`src/rtl/multicycle_ctrl_if.sv`:
```
// Control/status bundle between the multicycle controller and the datapath.
// master = controller side, slave = datapath side.
interface multicycle_ctrl_if;
  logic [5:0] i_op;
  logic [5:0] i_funct;
  logic       i_zero;
  logic       i_memready;

  logic       o_memreq;
  logic       o_memwrite;
  logic       o_iord;
  logic       o_instrwrite;
  logic       o_pcen;
  logic [1:0] o_pcsrc;
  logic       o_alusrca;
  logic [1:0] o_alusrcb;
  logic       o_zeroext;
  logic [2:0] o_alucontrol;
  logic       o_regwrite;
  logic       o_regdst;
  logic       o_memtoreg;
  logic       o_illegal;
  logic       o_memerr;

  modport master (
    input  i_op, i_funct, i_zero, i_memready,
    output o_memreq, o_memwrite, o_iord, o_instrwrite, o_pcen, o_pcsrc,
           o_alusrca, o_alusrcb, o_zeroext, o_alucontrol, o_regwrite,
           o_regdst, o_memtoreg, o_illegal, o_memerr
  );

  modport slave (
    output i_op, i_funct, i_zero, i_memready,
    input  o_memreq, o_memwrite, o_iord, o_instrwrite, o_pcen, o_pcsrc,
           o_alusrca, o_alusrcb, o_zeroext, o_alucontrol, o_regwrite,
           o_regdst, o_memtoreg, o_illegal, o_memerr
  );
endinterface

```
`src/rtl/multicycle_ctrl.sv`:
```
// Multicycle MIPS controller: FSM + ALU decoder with memory handshake watchdog.
// Define MULTICYCLE_CTRL_PERF_EN to add the cycle / retired-instruction counters.
module multicycle_ctrl #(
  parameter int unsigned MEM_TIMEOUT = 255,
  parameter int unsigned TMO_W       = 8
`ifdef MULTICYCLE_CTRL_PERF_EN
  , parameter int unsigned CNT_W     = 32
`endif
) (
  input  logic                 i_clk,
  input  logic                 i_reset,
  multicycle_ctrl_if.master    bus
`ifdef MULTICYCLE_CTRL_PERF_EN
  , output logic [CNT_W-1:0]   o_cyclecnt
  , output logic [CNT_W-1:0]   o_instret
`endif
);

  localparam logic [5:0] OP_R    = 6'b000000;
  localparam logic [5:0] OP_LW   = 6'b100011;
  localparam logic [5:0] OP_SW   = 6'b101011;
  localparam logic [5:0] OP_BEQ  = 6'b000100;
  localparam logic [5:0] OP_BNE  = 6'b000101;
  localparam logic [5:0] OP_ADDI = 6'b001000;
  localparam logic [5:0] OP_SLTI = 6'b001010;
  localparam logic [5:0] OP_ANDI = 6'b001100;
  localparam logic [5:0] OP_ORI  = 6'b001101;
  localparam logic [5:0] OP_J    = 6'b000010;

  localparam logic [5:0] F_ADD = 6'b100000;
  localparam logic [5:0] F_SUB = 6'b100010;
  localparam logic [5:0] F_AND = 6'b100100;
  localparam logic [5:0] F_OR  = 6'b100101;
  localparam logic [5:0] F_SLT = 6'b101010;

  localparam logic [2:0] ALU_ADD = 3'b010;
  localparam logic [2:0] ALU_SUB = 3'b110;
  localparam logic [2:0] ALU_AND = 3'b000;
  localparam logic [2:0] ALU_OR  = 3'b001;
  localparam logic [2:0] ALU_SLT = 3'b111;

  localparam logic [TMO_W-1:0] TMO_LIM = TMO_W'(MEM_TIMEOUT);

  typedef enum logic [3:0] {
    S_FETCH, S_DECODE, S_MEMADR, S_MEMRD, S_MEMWB, S_MEMWR, S_EXEC,
    S_ALUWB, S_BRANCH, S_IEXEC, S_IWB, S_JUMP, S_HALT, S_MEMERR
  } state_t;

  state_t           state;
  logic [TMO_W-1:0] tmo_cnt;
  logic             tmo_expired;
  logic [2:0]       r_aluc;
  logic             r_legal;
  logic [2:0]       imm_aluc;
  logic             logic_imm;

  assign tmo_expired = (MEM_TIMEOUT != 0) && (tmo_cnt == TMO_LIM);
  assign logic_imm   = (bus.i_op == OP_ANDI) || (bus.i_op == OP_ORI);

  // NOTE: every variable written in an always_comb gets a default first, so no path can infer a latch.
  always_comb begin
    r_aluc  = ALU_AND;
    r_legal = 1'b1;
    case (bus.i_funct)
      F_ADD:   r_aluc = ALU_ADD;
      F_SUB:   r_aluc = ALU_SUB;
      F_AND:   r_aluc = ALU_AND;
      F_OR:    r_aluc = ALU_OR;
      F_SLT:   r_aluc = ALU_SLT;
      default: r_legal = 1'b0;
    endcase

    imm_aluc = ALU_ADD;
    case (bus.i_op)
      OP_SLTI: imm_aluc = ALU_SLT;
      OP_ANDI: imm_aluc = ALU_AND;
      OP_ORI:  imm_aluc = ALU_OR;
      default: imm_aluc = ALU_ADD;
    endcase
  end

  // Watchdog counter clears on every state change (so it starts at 0 on entry)
  // and on completion; it only advances while a memory state is waiting.
  // NOTE: sequential state uses non-blocking assignments so every register samples pre-edge values.
  always_ff @(posedge i_clk) begin
    if (i_reset) begin
      state   <= S_FETCH;
      tmo_cnt <= '0;
    end else begin
      tmo_cnt <= '0;
      case (state)
        S_FETCH, S_MEMRD, S_MEMWR: begin
          if (bus.i_memready) begin
            case (state)
              S_FETCH: state <= S_DECODE;
              S_MEMRD: state <= S_MEMWB;
              default: state <= S_FETCH;
            endcase
          end else if (tmo_expired) begin
            state <= S_MEMERR;
          end else begin
            tmo_cnt <= tmo_cnt + TMO_W'(1);
          end
        end
        S_DECODE: begin
          case (bus.i_op)
            OP_LW, OP_SW:                        state <= S_MEMADR;
            OP_R:                                state <= S_EXEC;
            OP_BEQ, OP_BNE:                      state <= S_BRANCH;
            OP_ADDI, OP_SLTI, OP_ANDI, OP_ORI:   state <= S_IEXEC;
            OP_J:                                state <= S_JUMP;
            default:                             state <= S_HALT;
          endcase
        end
        S_MEMADR: state <= (bus.i_op == OP_LW) ? S_MEMRD : S_MEMWR;
        S_EXEC:   state <= r_legal ? S_ALUWB : S_HALT;
        S_IEXEC:  state <= S_IWB;
        S_MEMWB, S_ALUWB, S_BRANCH, S_IWB, S_JUMP: state <= S_FETCH;
        S_HALT:   state <= S_HALT;
        S_MEMERR: state <= S_MEMERR;
        default:  state <= S_FETCH;
      endcase
    end
  end

  always_comb begin
    bus.o_memreq     = 1'b0;
    bus.o_memwrite   = 1'b0;
    bus.o_iord       = 1'b0;
    bus.o_instrwrite = 1'b0;
    bus.o_pcen       = 1'b0;
    bus.o_pcsrc      = 2'b00;
    bus.o_alusrca    = 1'b0;
    bus.o_alusrcb    = 2'b00;
    bus.o_zeroext    = 1'b0;
    bus.o_alucontrol = 3'b000;
    bus.o_regwrite   = 1'b0;
    bus.o_regdst     = 1'b0;
    bus.o_memtoreg   = 1'b0;
    bus.o_illegal    = 1'b0;
    bus.o_memerr     = 1'b0;
    if (!i_reset) begin
      case (state)
        S_FETCH: begin
          bus.o_memreq     = 1'b1;
          bus.o_alusrcb    = 2'b01;
          bus.o_alucontrol = ALU_ADD;
          bus.o_instrwrite = bus.i_memready;
          bus.o_pcen       = bus.i_memready;
        end
        S_DECODE: begin
          bus.o_alusrcb    = 2'b11;
          bus.o_alucontrol = ALU_ADD;
        end
        S_MEMADR: begin
          bus.o_alusrca    = 1'b1;
          bus.o_alusrcb    = 2'b10;
          bus.o_alucontrol = ALU_ADD;
        end
        S_MEMRD: begin
          bus.o_memreq = 1'b1;
          bus.o_iord   = 1'b1;
        end
        S_MEMWB: begin
          bus.o_regwrite = 1'b1;
          bus.o_memtoreg = 1'b1;
        end
        S_MEMWR: begin
          bus.o_memreq   = 1'b1;
          bus.o_memwrite = 1'b1;
          bus.o_iord     = 1'b1;
        end
        S_EXEC: begin
          bus.o_alusrca    = 1'b1;
          bus.o_alucontrol = r_aluc;
        end
        S_ALUWB: begin
          bus.o_regwrite = 1'b1;
          bus.o_regdst   = 1'b1;
        end
        S_BRANCH: begin
          bus.o_alusrca    = 1'b1;
          bus.o_alucontrol = ALU_SUB;
          bus.o_pcsrc      = 2'b01;
          bus.o_pcen       = (bus.i_op == OP_BNE) ? ~bus.i_zero : bus.i_zero;
        end
        S_IEXEC: begin
          bus.o_alusrca    = 1'b1;
          bus.o_alusrcb    = 2'b10;
          bus.o_alucontrol = imm_aluc;
          bus.o_zeroext    = logic_imm;
        end
        S_IWB: begin
          bus.o_regwrite = 1'b1;
          bus.o_zeroext  = logic_imm;
        end
        S_JUMP: begin
          bus.o_pcsrc = 2'b10;
          bus.o_pcen  = 1'b1;
        end
        S_HALT:   bus.o_illegal = 1'b1;
        S_MEMERR: bus.o_memerr  = 1'b1;
        default: ;
      endcase
    end
  end

`ifdef MULTICYCLE_CTRL_PERF_EN
  logic retire;

  assign retire = (state == S_MEMWB) || (state == S_ALUWB) || (state == S_BRANCH) ||
                  (state == S_IWB)   || (state == S_JUMP)  ||
                  ((state == S_MEMWR) && bus.i_memready);

  always_ff @(posedge i_clk) begin
    if (i_reset) begin
      o_cyclecnt <= '0;
      o_instret  <= '0;
    end else begin
      if ((state != S_HALT) && (state != S_MEMERR))
        o_cyclecnt <= o_cyclecnt + CNT_W'(1);
      if (retire)
        o_instret <= o_instret + CNT_W'(1);
    end
  end
`endif

endmodule

```
`src/flat_wrapper.sv`:
```
// flat-port wrapper written by rule: the top's interface ports become plain ports
module multicycle_ctrl_flat 
#(
  parameter int unsigned MEM_TIMEOUT = 255,
  parameter int unsigned TMO_W       = 8

)
  (i_clk, i_reset, bus_i_op, bus_i_funct, bus_i_zero, bus_i_memready, bus_o_memreq, bus_o_memwrite, bus_o_iord, bus_o_instrwrite, bus_o_pcen, bus_o_pcsrc, bus_o_alusrca, bus_o_alusrcb, bus_o_zeroext, bus_o_alucontrol, bus_o_regwrite, bus_o_regdst, bus_o_memtoreg, bus_o_illegal, bus_o_memerr);
  multicycle_ctrl_if bus_i ();
  input  logic i_clk;
  input  logic i_reset;
  input wire logic [$bits(bus_i.i_op)-1:0] bus_i_op;
  input wire logic [$bits(bus_i.i_funct)-1:0] bus_i_funct;
  input wire logic [$bits(bus_i.i_zero)-1:0] bus_i_zero;
  input wire logic [$bits(bus_i.i_memready)-1:0] bus_i_memready;
  output wire logic [$bits(bus_i.o_memreq)-1:0] bus_o_memreq;
  output wire logic [$bits(bus_i.o_memwrite)-1:0] bus_o_memwrite;
  output wire logic [$bits(bus_i.o_iord)-1:0] bus_o_iord;
  output wire logic [$bits(bus_i.o_instrwrite)-1:0] bus_o_instrwrite;
  output wire logic [$bits(bus_i.o_pcen)-1:0] bus_o_pcen;
  output wire logic [$bits(bus_i.o_pcsrc)-1:0] bus_o_pcsrc;
  output wire logic [$bits(bus_i.o_alusrca)-1:0] bus_o_alusrca;
  output wire logic [$bits(bus_i.o_alusrcb)-1:0] bus_o_alusrcb;
  output wire logic [$bits(bus_i.o_zeroext)-1:0] bus_o_zeroext;
  output wire logic [$bits(bus_i.o_alucontrol)-1:0] bus_o_alucontrol;
  output wire logic [$bits(bus_i.o_regwrite)-1:0] bus_o_regwrite;
  output wire logic [$bits(bus_i.o_regdst)-1:0] bus_o_regdst;
  output wire logic [$bits(bus_i.o_memtoreg)-1:0] bus_o_memtoreg;
  output wire logic [$bits(bus_i.o_illegal)-1:0] bus_o_illegal;
  output wire logic [$bits(bus_i.o_memerr)-1:0] bus_o_memerr;
  assign bus_i.i_op = bus_i_op;
  assign bus_i.i_funct = bus_i_funct;
  assign bus_i.i_zero = bus_i_zero;
  assign bus_i.i_memready = bus_i_memready;
  assign bus_o_memreq = bus_i.o_memreq;
  assign bus_o_memwrite = bus_i.o_memwrite;
  assign bus_o_iord = bus_i.o_iord;
  assign bus_o_instrwrite = bus_i.o_instrwrite;
  assign bus_o_pcen = bus_i.o_pcen;
  assign bus_o_pcsrc = bus_i.o_pcsrc;
  assign bus_o_alusrca = bus_i.o_alusrca;
  assign bus_o_alusrcb = bus_i.o_alusrcb;
  assign bus_o_zeroext = bus_i.o_zeroext;
  assign bus_o_alucontrol = bus_i.o_alucontrol;
  assign bus_o_regwrite = bus_i.o_regwrite;
  assign bus_o_regdst = bus_i.o_regdst;
  assign bus_o_memtoreg = bus_i.o_memtoreg;
  assign bus_o_illegal = bus_i.o_illegal;
  assign bus_o_memerr = bus_i.o_memerr;
  multicycle_ctrl #(.MEM_TIMEOUT(MEM_TIMEOUT), .TMO_W(TMO_W)) u_core (.i_clk(i_clk), .i_reset(i_reset), .bus(bus_i));
endmodule
```
`config.mk`:
```
export PLATFORM = sky130hd
export DESIGN_NAME = multicycle_ctrl_flat
export DESIGN_NICKNAME = d
export VERILOG_FILES = /design/src/rtl/multicycle_ctrl_if.sv /design/src/rtl/multicycle_ctrl.sv /design/src/flat_wrapper.sv
export SDC_FILE = /design/constraint.sdc
export NUM_CORES = 1
export LEC_CHECK = 0
export ABC_AREA = 1
export CAP_MARGIN = 0
export CELL_PAD_IN_SITES_DETAIL_PLACEMENT = 0
export CELL_PAD_IN_SITES_GLOBAL_PLACEMENT = 2
export CORE_ASPECT_RATIO = 0.5
export CORE_MARGIN = 5
export CORE_UTILIZATION = 26
export CTS_BUF_LIST = sky130_fd_sc_hd__clkbuf_4 sky130_fd_sc_hd__clkbuf_8
export CTS_CLUSTER_DIAMETER = 150
export DETAILED_ROUTE_END_ITERATION = 10
export GPL_ROUTABILITY_DRIVEN = 1
export PLACE_DENSITY_LB_ADDON = 0.2
export SLEW_MARGIN = 20
export SYNTH_ARGS = -nofsm -noshare
export SYNTH_HDL_FRONTEND = slang
export SYNTH_SLANG_ARGS = --single-unit
```
`constraint.sdc`:
```
create_clock -name i_clk -period 3.6 [get_ports i_clk]
set_clock_uncertainty 0.2 [all_clocks]
set_input_delay 0.36 -clock i_clk [delete_from_list [all_inputs] [get_ports i_clk]]
set_output_delay 0.36 -clock i_clk [all_outputs]
set_load 0.05 [all_outputs]
```
; Yosys cells after proc, flatten, opt, wreduce, memory -nomap -nowiden
; Index checks and enable logic that the tools add are counted.
[word_totals]
wordCells = 90
in_bits = 16
output_inout_bits = 19
ff_bits = 12
[classes]
n_bitwise = 2
reduce_logical = 15
addsub = 1
n_eq_ne = 29
n_mux = 41
[op_table]
columns = op, n
row1 = 6-bit equality test (second input constant), 7
row2 = 4-bit one-hot mux with 7 select lines, 1
row3 = 1-bit 2-to-1 mux, 25
row4 = 4-bit equality test (second input constant), 6
row5 = 6-bit by 4-bit equality test with 1-bit output (second input constant), 4
row6 = 3-bit one-hot mux with 4 select lines, 2
row7 = 4-bit one-hot mux with 5 select lines, 1
row8 = 4-bit by 3-bit equality test with 1-bit output (second input constant), 4
row9 = 6-bit by 3-bit equality test with 1-bit output (second input constant), 2
row10 = 4-bit 2-to-1 mux, 3
row11 = 4-bit OR reduction, 3
row12 = 2-bit OR reduction, 5
row13 = 3-bit one-hot mux with 3 select lines, 1
row14 = 3-bit OR reduction, 3
row15 = 8-bit by 1-bit adder with 8-bit output (second input constant), 1
row16 = 4-bit by 2-bit equality test with 1-bit output (second input constant), 2
row17 = 8-bit equality test (second input constant), 1
row18 = 6-bit by 2-bit equality test with 1-bit output (second input constant), 1
row19 = 6-bit zero test, 1
row20 = 3-bit 2-to-1 mux, 2
row21 = 2-bit one-hot mux with 3 select lines, 1
row22 = 3-bit one-hot mux with 2 select lines, 1
row23 = 5-bit OR reduction, 1
row24 = 4-bit by 1-bit equality test with 1-bit output (second input constant), 1
row25 = 7 further kinds, 9

; Depth between registers and ports, before layout
[depth]
word_depth = 5
ltp_mapped = 11
ltp_nobuf = 11

; Worst setup path before layout
; No wires, ideal clock.
[synth_path]
kind = reg-to-output
startpoint = register u_core.state[3]
endpoint = output port bus_o_alucontrol[0]
path_slack_ps = 525
arrival_time_ps = 2515
path_stages_with_launch = 6
path_cell_list = dfxtp_1 -> nor2_4 -> inv_2 -> nor3_1 -> nor2_1 -> nor2_1
[synth_via]
elab_chain_cells = 4
word_cells_on_any_way = 9
cone_classes = 5 x eq/ne / 2 x mux / 2 x reduce/logical
[synth_rtl]
columns = item, line
row1 = "start, declared", multicycle_ctrl.sv:49  ; state_t state;
row2 = "start signal, assigned", multicycle_ctrl.sv:115  ; S_MEMADR: state <= (bus.i_op == OP_LW) ? S_MEMRD : S_MEMWR;
row3 = "start signal, assigned", multicycle_ctrl.sv:116  ; S_EXEC: state <= r_legal ? S_ALUWB : S_HALT;
row4 = 4-bit by 1-bit equality test with 1-bit output (tied with other cells), multicycle_ctrl.sv:143  ; case (state)
row5 = 3-bit OR reduction (no source line), --
row6 = 3-bit one-hot mux with 4 select lines *, multicycle_ctrl.sv:143
row7 = 3-bit 2-to-1 mux *, multicycle_ctrl.sv:142  ; if (!i_reset) begin
row8 = "end, declared", flat_wrapper.sv:25  ; output wire logic [$bits(bus_i.o_alucontrol)-1:0] bus_o_alucontrol;
; Mark *: on every way between the ends. The rest lies on a longest branch, timed or not.

; Worst setup path after layout
[layout_path]
startpoint = input port bus_i_op[4]
endpoint = output port bus_o_pcen
[layout_via]
elab_chain_cells = 4
[layout_rtl]
columns = item, line
row1 = "start, declared", flat_wrapper.sv:12  ; input wire logic [$bits(bus_i.i_op)-1:0] bus_i_op;
row2 = 6-bit by 3-bit equality test with 1-bit output, multicycle_ctrl.sv:185  ; bus.o_pcen = (bus.i_op == OP_BNE) ? ~bus.i_zero : bus.i_zero;
row3 = 1-bit 2-to-1 mux, multicycle_ctrl.sv:185
row4 = 1-bit one-hot mux with 3 select lines, multicycle_ctrl.sv:143
row5 = 1-bit 2-to-1 mux, multicycle_ctrl.sv:142
row6 = "end, declared", flat_wrapper.sv:20  ; output wire logic [$bits(bus_i.o_pcen)-1:0] bus_o_pcen;
; Every way passes these cells.

==> summary.txt <==
Clock tree
  • Clk root buf: clkbuf_8
  • CTS tree: done
  • # hold bufs at CTS: 0
  • Clock-pin transition on the worst setup and hold timing paths: 0.05 ns
  • Resized Gates After CTS: 0
  • Clk buf depth: 2
  • TritonCTS buffer count: 3
  • H-tree Lvls: 1
  • Post-CTS Repair Setup Buffers: 0
  • Clock latency on the worst-skew pair: roughly 0.24 ns
  • Clk sinks: 12

Routing
  • DRT Pass-1 Iters: 4
  • Routed length on met1: around 1700 um
  • Total Wirelength: approximately 3200 um
  • Total number of vias: 1,283
  • Drt wl/cell: between 10 and 15 um
  • Met2 wire len: 1320 um
  • Routed wire length on met3: around 150 um
  • Routed vias/inst: roughly 4.4
  • DRT iter0 DRCs: 58
  • Max Used Layer: met4
  • Antenna Nets Post-Route: 0
  • # DRC: 0

Synthesis
  • Share of synthesized flip-flops with an asynchronous set or reset: 0%
  • Post-synth top cells: nand2_1, nor2_1, inv_1
  • Top_reg_cell synth: dfxtp_1
  • Mapped Cells: between 150 and 200
  • Post-synth EDFFs: 0
  • Yosys warnings: 0
  • #FFs+latches synth: 12
  • Most common cell in the netlist: nand2_1
  • Register area share after synthesis: between 20% and 30%
  • Mapped Nets: between 200 and 250
  • Avg Cell Area, Syn: 5.83 um^2
  • Mapped Area: ~1100 um^2
  • Synth top area cells: dfxtp_1, nand2_1, nor2_1, inv_1, nand3_1
  • Cell taking the most area after synthesis: dfxtp_1
  • Yosys top cell area share: between 20% and 30%
  • Netlist cell types: 30

Critical path
  • Worst Path Arrival: ~2.5 ns
  • Worst setup SP type: input pin
  • Crit. End Element: output port
  • CP Data Required Time: around 3.0 ns
  • Setup Crit Path Kind: in2out
  • Max Fanout on Critical Path: 5

Min path
  • Worst hold path class: reg2reg

Power and ir drop
  • Pleak: 0.719 nW
  • Cell area power density: approximately 460 nW/um^2
  • Max IR drop VDD: roughly 0.31 mV

Timing
  • Worst Tran Pin Value: around 0.5 ns
  • Final Setup Violations: 0
  • Final setup TNS: 0 ns
  • Post-layout min period: ~3 ns
  • Fmax: 325 MHz
  • Unrepaired setup endpoints after global routing: no
  • Final Hold Fails: 0
  • Final period util: around 86%
  • Final Max Slew Viols: 0
  • Slew HR: between 60% and 70%
  • Final WS setup: between 0.5 and 0.6 ns

Finish
  • N_diodes: 0
  • Fin util: 37.1%
  • Layout area overhead: 40.7%
  • Share of layout cells above drive strength 1: between 10 and 15%
  • Fill cells: between 400 and 500
  • Nets: 250

Global route
  • Antenna violations before repair: 0
  • Gr ovfl total: 0
  • GRT Resource Usage Total: between 10% and 20%
  • Vias in the first global route: around 1.2k
  • First-pass GRT wire length: 5510 um
  • Largest net degree at the start of global routing: 12

Floorplan
  • Die ar.: between 5000 and 6000 um^2
  • Starting Density: roughly a quarter
  • Num rows: 17
  • # IOs: 35
  • Die width: around 100 um
  • Core Region: ~4300 um^2
  • Chip height: 56.8 um

Status
  • Status: finished clean

Placed design
  • GPL Wtd Cong: between 0.8 and 0.9
  • Pre-CTS setup slack: about 0.51 ns
  • DP Wirelength: 2750 um
  • IO Port Bufs: 34

Flow run
  • Max-cap violations: 0
-- layout by cell type, fill, tap and decap left out --
cell / count
nand2_1: 44
nor2_1: 41
clkdlybuf4s50_1: 34
inv_1: 24
nand3_1: 13
dfxtp_1: 12
nand4_1: 7
inv_2: 5
nor2_4: 5
nor3_1: 5
a21oi_1: 5
nor2_2: 4
nand2_2: 4
o21ai_0: 4
clkbuf_8: 4
o21a_1: 2
nand2_4: 2
xor2_1: 2
xnor2_1: 2
o21ai_1: 2
o211ai_1: 1
a31oi_1: 1
o221ai_1: 1
or2_2: 1
o21bai_4: 1
a21oi_2: 1
clkinv_2: 1
nand3b_1: 1
a31o_2: 1
ha_1: 1
buf_4: 1
-- through the flow --
| step | hold slack (ns) | total power [mW] | std cells | area (um^2) |
|---|---|---|---|---|
| 2_1_floorplan | 0.229 | 0.476 | 195 | 1140 |
| 5_1_grt | 0.315 | 0.793 | 289 | 1600 |
| 3_3_place_gp | 0.247 | 0.603 | 285 | 1550 |
| 3_5_place_dp | 0.262 | 0.600 | 285 | 1550 |
| 6_report | 0.267 | 0.738 | 289 | 1600 |
| 4_1_cts | 0.274 | 0.746 | 289 | 1600 |
-- registers in the layout, indices dropped and copies added, names as in the netlist --
| signal | flops |
|---|---|
| u_core.state | 4 |
| u_core.tmo_cnt | 8 |
-- cell type report --
type	count	area (um^2)	share of cell area, %
tap	57	71.3	4.46
clock buffer	4	55.1	3.44
inverter	30	114	7.11
timing repair buffer	35	348	21.7
multi-input combinational	151	772	48.2
sequential	12	240	15.0
-- kinds of logic (layout without fill, tap and decap cells) --
| family | after synthesis | after routing | synth area share (%) |
|---|---|---|---|
| AND/OR/NAND/NOR | 127 | 127 | 52.4 |
| buffers and inverters | 32 | 69 | 11.0 |
| AO/OA/AOI/OAI | 19 | 19 | 11.3 |
| flip-flops | 12 | 12 | 21.1 |
| XOR/XNOR | 4 | 4 | 3.08 |
| adder cells (fa/ha/maj) | 1 | 1 | 1.10 |
-- worst max-delay path, cell delays in order --
cell	delay, ns
clkdlybuf4s50_1	0.42
nor2_1	0.28
nand4_1	0.17
nor2_1	0.15
or2_2	0.12
nand4_1	0.07
a21oi_1	0.13
clkdlybuf4s50_1	0.81
-- routing by layer --
metal | vias to the layer above | track usage (%)
met5 | - | 0
met4 | 0 | 1.68
met3 | 3 | 2.30
met2 | 27 | 16.8
met1 | 559 | 16.0
li1 | 694 | -
-- worst paths after layout --
kind / from / end / slack (ns) / cells past startpoint
worst min-delay path: u_core.tmo_cnt[0] / u_core.tmo_cnt[0] / 0.27 / 1
worst max register to register: u_core.state[1] / u_core.state[1] / 1.70 / 8
worst max-delay path: bus_i_op[4] / bus_o_pcen / 0.52 / 8
worst min register to register: u_core.tmo_cnt[0] / u_core.tmo_cnt[0] / 0.27 / 1
-- power breakdown --
| part | switching [mW] | total [mW] | internal, mW |
|---|---|---|---|
| clock network | 0.0481 | 0.145 | 0.0965 |
| registers | 0.0221 | 0.170 | 0.148 |
| logic | 0.278 | 0.423 | 0.144 |
| total | 0.349 | 0.738 | 0.389 |
No activity file was read; power rests on OpenSTA's default activity.
